--- src/rtl/booth_r4_pkg.sv ---
// Purpose: shared types and constants for the radix-4 Booth decoder.
// Latency: n/a (declarations only).
// Backpressure: n/a.
package booth_r4_pkg;

    // Default number of radix-4 digits per encoded word.
    localparam int NDIG_DEFAULT = 4;

    // Decoder control states.
    typedef enum logic [1:0] {
        IDLE = 2'd0,
        ACC  = 2'd1,
        DONE = 2'd2
    } state_t;

    // Raw triplet encodings {x[2i+1], x[2i], x[2i-1]}.
    localparam logic [2:0] TRIP_ZERO_A = 3'b000;  //  0
    localparam logic [2:0] TRIP_POS1_A = 3'b001;  // +1
    localparam logic [2:0] TRIP_POS1_B = 3'b010;  // +1
    localparam logic [2:0] TRIP_POS2   = 3'b011;  // +2
    localparam logic [2:0] TRIP_NEG2   = 3'b100;  // -2
    localparam logic [2:0] TRIP_NEG1_A = 3'b101;  // -1
    localparam logic [2:0] TRIP_NEG1_B = 3'b110;  // -1
    localparam logic [2:0] TRIP_ZERO_B = 3'b111;  //  0

endpackage

--- src/rtl/booth_r4_digit.sv ---
// Purpose: map one Booth radix-4 triplet to its signed digit value.
// Latency: combinational, zero cycles.
// Backpressure: none; pure function of the input.
// Ports: trip (3-bit raw triplet in), dig (signed digit in -2..+2 out).
module booth_r4_digit
    import booth_r4_pkg::*;
(
    input  logic [2:0]        trip,
    output logic signed [2:0] dig
);

    always_comb begin
        dig = 3'sd0;
        case (trip)
            TRIP_ZERO_A: dig =  3'sd0;
            TRIP_POS1_A: dig =  3'sd1;
            TRIP_POS1_B: dig =  3'sd1;
            TRIP_POS2:   dig =  3'sd2;
            TRIP_NEG2:   dig = -3'sd2;
            TRIP_NEG1_A: dig = -3'sd1;
            TRIP_NEG1_B: dig = -3'sd1;
            TRIP_ZERO_B: dig =  3'sd0;
            default:     dig =  3'sd0;
        endcase
    end

endmodule

--- src/rtl/booth_r4_decoder.sv ---
// Purpose: reconstruct a two's-complement value from a radix-4 Booth encoded word.
// Latency: out_valid rises NDIG edges after the capture edge; one digit folded per cycle.
// Backpressure: single-entry; in_ready only in IDLE, result held in DONE until out_ready.
// Ports: clk, reset (sync, active-high); in_valid/in_ready/y_in (3*NDIG-bit encoded word in);
//        out_valid/out_ready/x_out (2*NDIG-bit value)/digit_err (illegal-encoding flag).
module booth_r4_decoder
    import booth_r4_pkg::*;
#(
    parameter int NDIG = NDIG_DEFAULT,
    localparam int XW  = 2 * NDIG
) (
    input  logic                clk,
    input  logic                reset,
    input  logic                in_valid,
    output logic                in_ready,
    input  logic [3*NDIG-1:0]   y_in,
    output logic                out_valid,
    input  logic                out_ready,
    output logic [XW-1:0]       x_out,
    output logic                digit_err
);

    localparam int AW = XW + 2;
    localparam int CW = (NDIG > 1) ? $clog2(NDIG) : 1;

    state_t                state_q;
    state_t                state_d;
    logic [3*NDIG-1:0]     sreg;
    logic signed [AW-1:0]  acc;
    logic [CW-1:0]         cnt;
    logic                  err_q;
    logic                  err_calc;
    logic signed [2:0]     dig_val;
    logic signed [AW-1:0]  dig_ext;
    logic                  capture;

    // The shift register presents the most significant unfolded triplet at its top,
    // so a single digit mapper serves every Horner step.
    booth_r4_digit u_digit (
        .trip (sreg[3*NDIG-1 -: 3]),
        .dig  (dig_val)
    );

    assign dig_ext = AW'(dig_val);

    // Legal encodings chain: each triplet's low bit repeats the previous triplet's
    // high bit, and the first triplet's low bit is the implicit x[-1] = 0.
    always_comb begin
        err_calc = y_in[0];
        for (int i = 1; i < NDIG; i++) begin
            err_calc = err_calc | (y_in[3*i] ^ y_in[3*i-1]);
        end
    end

    always_comb begin
        state_d   = state_q;
        in_ready  = 1'b0;
        out_valid = 1'b0;
        case (state_q)
            IDLE: begin
                in_ready = 1'b1;
                if (in_valid) state_d = ACC;
            end
            ACC: begin
                if (cnt == '0) state_d = DONE;
            end
            DONE: begin
                out_valid = 1'b1;
                if (out_ready) state_d = IDLE;
            end
            default: state_d = IDLE;
        endcase
    end

    assign capture = in_valid && in_ready;

    always_ff @(posedge clk) begin
        if (reset) begin
            state_q <= IDLE;
        end else begin
            state_q <= state_d;
        end
    end

    always_ff @(posedge clk) begin
        if (reset) begin
            sreg  <= '0;
            acc   <= '0;
            cnt   <= '0;
            err_q <= 1'b0;
        end else begin
            if (capture) begin
                sreg  <= y_in;
                acc   <= '0;
                cnt   <= CW'(NDIG - 1);
                err_q <= err_calc;
            end else if (state_q == ACC) begin
                // Horner step; truncation of the top bits is intended for illegal words.
                acc  <= (acc <<< 2) + dig_ext;
                sreg <= sreg << 3;
                cnt  <= cnt - CW'(1);
            end
        end
    end

    assign x_out     = acc[XW-1:0];
    assign digit_err = err_q;

endmodule

--- config.mk ---
export PLATFORM = sky130hd
export DESIGN_NAME = booth_r4_decoder
export DESIGN_NICKNAME = d
export VERILOG_FILES = /design/src/rtl/booth_r4_pkg.sv /design/src/rtl/booth_r4_digit.sv /design/src/rtl/booth_r4_decoder.sv
export SDC_FILE = /design/constraint.sdc
export NUM_CORES = 1
export LEC_CHECK = 0
export CORE_ASPECT_RATIO = 0.9
export CORE_MARGIN = 2
export CORE_UTILIZATION = 36
export CTS_CLUSTER_SIZE = 12
export DETAILED_ROUTE_END_ITERATION = 10
export PLACE_DENSITY = 0.65
export REMOVE_ABC_BUFFERS = 1
export SLEW_MARGIN = 15
export SYNTH_ARGS = -nofsm -noshare
export SYNTH_HDL_FRONTEND = slang
export SYNTH_HIERARCHICAL = 1
export SYNTH_SLANG_ARGS = --single-unit
export TNS_END_PERCENT = 30
--- constraint.sdc ---
create_clock -name clk -period 4.6 [get_ports clk]
set_input_delay 1.15 -clock clk [delete_from_list [all_inputs] [get_ports clk]]
set_output_delay 1.15 -clock clk [all_outputs]
set_load 0.005 [all_outputs]
# --- Word level (Yosys, flattened, before mapping) ---
# Memory sizes are Yosys's and may differ from the RTL's. A register that Yosys moved wholly into a read port is not among the register bits.
# Index checks and enable logic that the tools add are counted.
op_classes:
  add_sub_neg: 2
  mul: 0
  div: 0
  order_cmp: 0
  n_eq_ne: 5
  shift: 0
  muxes: 12
  bitwise_logic: 6
  n_reduce_logical: 6
op_table:
  columns: ["operator", "n"]
  rows:
  - ["$mux 12", 2]
  - ["$mux 2", 5]
  - ["$add 8x3->8", 1]
  - ["$mux 3", 2]
  - ["$ne 2x2->1 const B", 3]
  - ["$pmux 2 s3", 1]
  - ["$logic_not 2->1", 2]
  - ["$or 1x1->1", 3]
  - ["$reduce_and 3->1", 1]
  - ["$xor 1x1->1", 3]
  - ["$eq 2x1->1 const B", 1]
  - ["$eq 2x2->1 const B", 1]
  - ["$mux 1", 2]
  - ["$reduce_bool 2->1", 1]
  - ["$reduce_or 2->1", 1]
  - ["$sub 2x1->2 const B", 1]
  - ["$logic_and 1x1->1", 1]
totals:
  reg_bits: 25
  latchBits: 0
  ram_bits: 0
  mem_bits_ro: 24
  memories: 1
memory_table:
  columns: ["memory", "words", "word_bits", "read_ports", "rd_ports_with_merged_regs", "write_ports", "line_no", "rtl"]
  rows:
  - ["(no name shown)", 8, 3, 1, 1, 0, "booth_r4_digit.sv:14", "case (trip)"]

# --- Longest topological paths before layout ---
logic_depth:
  ltp_word: 6
  mapped_depth: 8
  depth_no_buf: 8

# --- Cells and area by module ---
# Netlist, hierarchy kept.
by_module_without_submodules:
  columns: ["mod", "n_inst", "cells_per_inst", "area_per_inst_um2", "seq_area_each_um2"]
  rows:
  - ["booth_r4_decoder", 1, 143, 1233.7, 500.5]
  - ["booth_r4_digit", 1, 5, 50.0, 0.0]

# --- Worst setup path before layout ---
# No wires, ideal clock.
synth_path:
  kind: "input to register"
  startpoint: "in in_valid"
  endpoint: "reg err_q, in the netlist digit_err"
  setup_time_ps: 128
  arrival_ps: 1804
  setup_slack_ps: 2668
  path_stages: 5
  path_buffers: 1
  cell_sequence: "nor3b_4 buf_6 nand4_1 o22ai_1 nor2_1"
synth_via:
  elab_chain_cells: 1
synth_lines:
  columns: ["element", "line_no", "rtl"]
  rows:
  - ["start, declared", "booth_r4_decoder.sv:14", "input logic in_valid,"]
  - ["$logic_and 1x1->1", "booth_r4_decoder.sv:75", "assign capture = in_valid && in_ready;"]
  - ["end signal, assigned", "booth_r4_decoder.sv:96", "err_q <= err_calc;"]
  - ["end, declared", "booth_r4_decoder.sv:31", "logic err_q;"]
# Every way passes these cells.
# A chain may end at the register's enable or synchronous reset.

# --- Final worst setup path ---
# Same ends and word-level chain as after synthesis.

==> metrics.md <==
| Metric | Value |
|---|---|
| Final Util | 47.0% |
| Worst VDD drop | 0.160 mV |
| Crit path kind | input pin to register |
| RR Startpoint | sreg[9]$_SDFFE_PP0P_ |
| CP endpoint kind | register |
| Cell Area, Synth | 1280 µm² |
| Post-synthesis sequential area ratio | 39.0% |
| Post-route DRC violation count | 0 |
| # setup viols final | 0 |
| Relative max-transition margin | 41.7% |
| Final WL | 2590 µm |
| Status | complete, no violations |
| Arr. time, crit path | 2.77 ns |
| Reg2Reg Setup Slack | 2.59 ns |
| Non-Filler Instances | 215 |
| Worst slack, placed | 1.68 ns |
| Setup tns final | 0 ns |
| Most area-hungry cell type in the Yosys netlist | dfxtp_1 |
| P&R area growth vs syn | 24.6% |
| Global-route usage over all layers | 14.2% |
| Overall power | 0.482 mW |
| Core ar. | 3400 µm² |
| RSZ-0062 raised after global routing | false |
| Initial Util | 37.7% |
| Vias in the first global route | 1025 |
| Die area | 4060 µm² |
| #FFs+latches synth | 25 |
| Routed len/inst | 12.0 µm |
| Root Driver | clkbuf_8 |
| Overall die height | 60.7 µm |
| Post-CTS resize count | 0 |
| Period utilization | 57.5% |
| Post-DP HPWL | 1860 µm |
| Layout Skew | 0.00777 ns |
| Power density cells | 301 nW/µm² |
| Fin nets | 197 |
| Hold Crit Depth | 2 |
| # Post-CTS Setup Buffers | 0 |
| Post-route setup slack | 1.96 ns |
| Worst setup SP type | input pin |
| Final Wtd Congestion | 0.765 |
| CP startpoint | in_valid |
| Hold buffer count at CTS | 0 |
| Gr ovfl total | 0 |
| Worst-path clk slew | 0.08 ns |
| Antenna fix cells | 0 |
| Area after DPL | 1550 µm² |
| Fin area | 1600 µm² |
| Max clock buf depth | 2 |
| Via count | 1111 |
| Post-DR vias/cell | 5.17 |
| Max Cap Violations | 0 |
| Maximum clock rate | 0.378 GHz |
| Final Critical Period | 2.64 ns |
| # fillers | 357 |
| Pin count of the biggest net entering global routing | 25 |
| R2R cell count | 8 |
| Worst hold margin | 0.461 ns |
| Yosys synthesis warning count | 6 |
| Mapped Cells | 148 |
| Count of final max-slew check failures | 0 |
| Placed insts | 211 |
| Worst hold path endpoint | sreg[4]$_SDFFE_PP0P_ |
| CTS tree | built |
| Port buffer count | 26 |
| Largest cells by area after synthesis | dfxtp_1, a21oi_1, ha_1 |
| Initial antenna violation count | 0 |
| TritonRoute pass-1 iters | 4 |
| Min-delay src | sreg[4]$_SDFFE_PP0P_ |
| Row cnt | 20 |
| Initial DRC Count | 39 |
| Post-route ant nets | 0 |
| Reg-to-Reg End | acc[6]$_SDFFE_PP0N_ |
| First-pass GRT wire length | 4370 µm |
| CP Data Required Time | 4.72 ns |
| Worst-Margin Slew | 0.873 ns |
| Yosys cell types | 34 |
| Width of the die | 66.9 µm |
| Syn_area_per_cell | 8.67 µm² |
| Area share of the largest cell type after synthesis | 39.0% |
| I/O pin cnt | 27 |
| H-tree Lvls | 1 |
| CTS Sinks | 25 |
| Static Leak | 0.641 nW |
| Type of the tightest min-delay check | register to register |
| Fin. Hold Viols | 0 |
| Layout cells sized above 1 | 4.68% |
| Worst-path fanout max | 22 |
| Cts bufs inserted | 3 |
| Worst-Skew Late Latency | 0.27 ns |
==> synth_stat cells (all sizes together) <==
| master | n |
|---|---|
| xor2 | 1 |
| nand2b | 1 |
| nor2 | 9 |
| xnor2 | 5 |
| inv | 5 |
| or3 | 1 |
| and4 | 1 |
| a22oi | 10 |
| buf | 8 |
| nand3 | 6 |
| nor4b | 2 |
| o22ai | 1 |
| o21ai | 2 |
| nand4 | 2 |
| dfxtp | 25 |
| nand2 | 23 |
| mux2i | 2 |
| a21oi | 22 |
| a21o | 3 |
| nor4 | 2 |
| nor3b | 1 |
| a31oi | 1 |
| o31a | 1 |
| ha | 8 |
| nor2b | 3 |
| fa | 1 |
| or2 | 1 |
| a211oi | 1 |
==> worst max-delay path, stage by stage <==
cell and delay (ns):
clkdlybuf4s50_1 0.49, nor3b_4 0.74, nand4_1 0.16, o22ai_1 0.17, nor2_1 0.05
==> cell usage in the layout (no fill, tap or decap), drive strengths merged, types with 2 or more instances in the layout <==
| cell | Yosys | layout |
|---|---|---|
| nor4b | 2 | 2 |
| nand3 | 6 | 6 |
| nand2 | 23 | 23 |
| clkdlybuf4s50 | 0 | 26 |
| nor4 | 2 | 2 |
| nor2b | 3 | 3 |
| a21o | 3 | 3 |
| inv | 5 | 5 |
| nor2 | 9 | 9 |
| o21ai | 2 | 2 |
| a21oi | 22 | 22 |
| nand4 | 2 | 2 |
| mux2i | 2 | 2 |
| dfxtp | 25 | 25 |
| clkbuf | 0 | 4 |
| xnor2 | 5 | 5 |
| a22oi | 10 | 10 |
| ha | 8 | 8 |
==> layer usage <==
layer  routed length (µm)  track usage, %
met4                   28            5.25
met5                    0               0
met1                 1220            17.5
met3                  127            4.27
met2                 1210            23.7
==> how the worst max path moves through the flow <==
| stage | cells after the start | slack, ns | to |
|---|---|---|---|
| finish | 5 | 1.96 | digit_err$_SDFFE_PP0P_ |
| global route | 5 | 1.81 | digit_err$_SDFFE_PP0P_ |
| CTS | 5 | 1.94 | digit_err$_SDFFE_PP0P_ |
| detailed placement | 5 | 1.68 | digit_err$_SDFFE_PP0P_ |
| global placement | 5 | 1.72 | digit_err$_SDFFE_PP0P_ |
| floorplan | 3 | 2.42 | acc[4]$_SDFFE_PP0N_ |
==> flip-flops by register name (all words and copies together) (netlist names) <==
signal,cells
acc,8
cnt,2
state_q,2
sreg,12
digit_err,1
==> report_power, final <==
group          total [mW]  switching [mW]  internal (mW)
logic               0.109          0.0556         0.0529
clock network       0.130          0.0677         0.0619
registers           0.244          0.0112          0.233
==> cell type report <==
cell class,instances,area [µm²],share of cell area [%]
clock buffer,4,45.0,2.82
inverter,5,18.8,1.17
multi-input combinational,110,712,44.5
sequential,25,500,31.3
tap,44,55.1,3.44
timing repair buffer,27,268,16.7
==> cell families after synthesis <==
group,after synthesis,synth area share [%]
buf+inv,13,5.55
compound gates,41,19.2
fa+ha+maj,9,9.36
simple gates,52,21.2
xor+xnor,6,4.09
mux,2,1.56
flops,25,39.0
Power figures use the tool's default switching activity.
==> RTL change, RTL diff (same settings) <==
Put one more register stage on the output `digit_err`, cleared by the reset. The value now appears one clock later. The other outputs are not delayed to match.
--- a/src/rtl/booth_r4_decoder.sv
+++ b/src/rtl/booth_r4_decoder.sv
@@ -104,7 +104,13 @@
     end
 
     assign x_out     = acc[XW-1:0];
-    assign digit_err = err_q;
+    always_ff @(posedge clk) begin
+        if (reset) begin
+            digit_err <= '0;
+        end else begin
+            digit_err <= err_q;
+        end
+    end
 
 endmodule
 
Function: changed (Yosys sat finds a counterexample within 4 cycles, from zero or initial values and one cycle with reset high).
==> RTL change against the original RTL <==
Die area increased by 5.3%. Worst setup slack worse by 24 ps. Non-clock buffer count decreased by 1. Sequential cell count is 1 higher. Critical endpoint is now err_q$_SDFFE_PP0P_. Area after synthesis is 5.7% higher. Total power increased by 5.8%. Routed wire length grew 3.3%. Cell area is 3.6% higher. Largest cell class unchanged.
==> RTL change: results (changes against the original RTL) <==
[finish]
nets = 198  ; was 197
drive_above_1_share = 0.0756  ; was 0.0468
fill_cells = 370  ; was 357
area_growth_pct = 22.1  ; was 24.6%

[synth]
synthTopCellsByCount = dfxtp_1 (26), nand2_1 (23), a21oi_1 (22)  ; was dfxtp_1 (25), nand2_1 (23), a21oi_1 (22)
yosysSeqAreaShare = 0.384  ; was 0.390
syn_inst = 151  ; was 148
ys_types = 35  ; was 34

[power]
power.leakage_nw = 0.658  ; was 0.641 nW

[timing]
clock_skew_ps = 1.38  ; was 7.77 ps
tightestPinTransition_ps = 956  ; was 873 ps
whs_ps = 458  ; was 461 ps

[worst_setup_path]
cp.arrival_ps = 2790  ; was 2770 ps
crit_path_max_incr_delay_ps = 800  ; was 740 ps

[detailed_routing]
dr.first_iter.drc_count = 70  ; was 39
post_drt_via_cell_ratio = 5.05  ; was 5.17
vias = 1100  ; was 1111

[placement]
place_congestion = 0.784  ; was 0.765
dp.cells = 214  ; was 211
hpwlAfterDp_um = 1930  ; was 1860 µm
dpl-instance-area_um2 = 1600  ; was 1550 µm²

[hold_path]
hold_path_end = sreg[5]$_SDFFE_PP0P_  ; was sreg[4]$_SDFFE_PP0P_
hold_start = sreg[5]$_SDFFE_PP0P_  ; was sreg[4]$_SDFFE_PP0P_

[global_route]
first_global_vias = 1005  ; was 1025
grt_max_degree = 26  ; was 25

[status]
status = completed  ; unchanged

[RTL change: cell count changes after synthesis, moves of 2 or more]
cell      change
buf_4         -3
clkbuf_1      +3
buf_2         -2
nor4b_1       -2
buf_6         +4
nor4b_2       +2
[RTL change: how the worst max path moves through the flow]
stage / startpoint / cells past startpoint / to / slack, ps
2_1_floorplan: in_valid / 3 / acc[4]$_SDFFE_PP0N_ / 2390
3_5_place_dp: in_valid / 5 / err_q$_SDFFE_PP0P_ / 1660
6_report: in_valid / 5 / err_q$_SDFFE_PP0P_ / 1930
5_1_grt: in_valid / 5 / acc[6]$_SDFFE_PP0N_ / 1810
3_3_place_gp: in_valid / 4 / acc[4]$_SDFFE_PP0N_ / 1680
4_1_cts: state_q[1]$_SDFFE_PP0P_ / 2 / out_valid / 1930
[RTL change: metal layers]
layer,GRT usage,share of wire,vias up
met5,0,0,-
met3,0.0326,0.047,0
met1,0.198,0.50,501
li1,-,-,572
met2,0.202,0.45,27
met4,0.0147,0,0
[RTL change: area by class of cell]
type	count	share of cell area
Clock buffer	4	0.0332
Inverter	5	0.0113
Multi-Input combinational cell	111	0.449
Sequential cell	26	0.314
Tap cell	46	0.0347
Timing Repair Buffer	26	0.157
[RTL change: kinds of logic (layout without fill, tap and decap cells)]
family / Yosys count / after routing / share of synthesized area
adders and majority gates: 9 / 9 / 0.0886
muxes: 2 / 2 / 0.0148
DFF: 26 / 26 / 0.384
buffers and inverters: 14 / 35 / 0.0673
and+or+nand+nor: 53 / 53 / 0.221
xor gates and xnor gates: 6 / 6 / 0.0387
AOI/OAI and AO/OA: 41 / 41 / 0.185
[RTL change: where the power goes]
part | internal [mW] | switching [mW]
sequential | 0.242 | 0.0114
clock | 0.0764 | 0.0695
combinational | 0.0526 | 0.0581
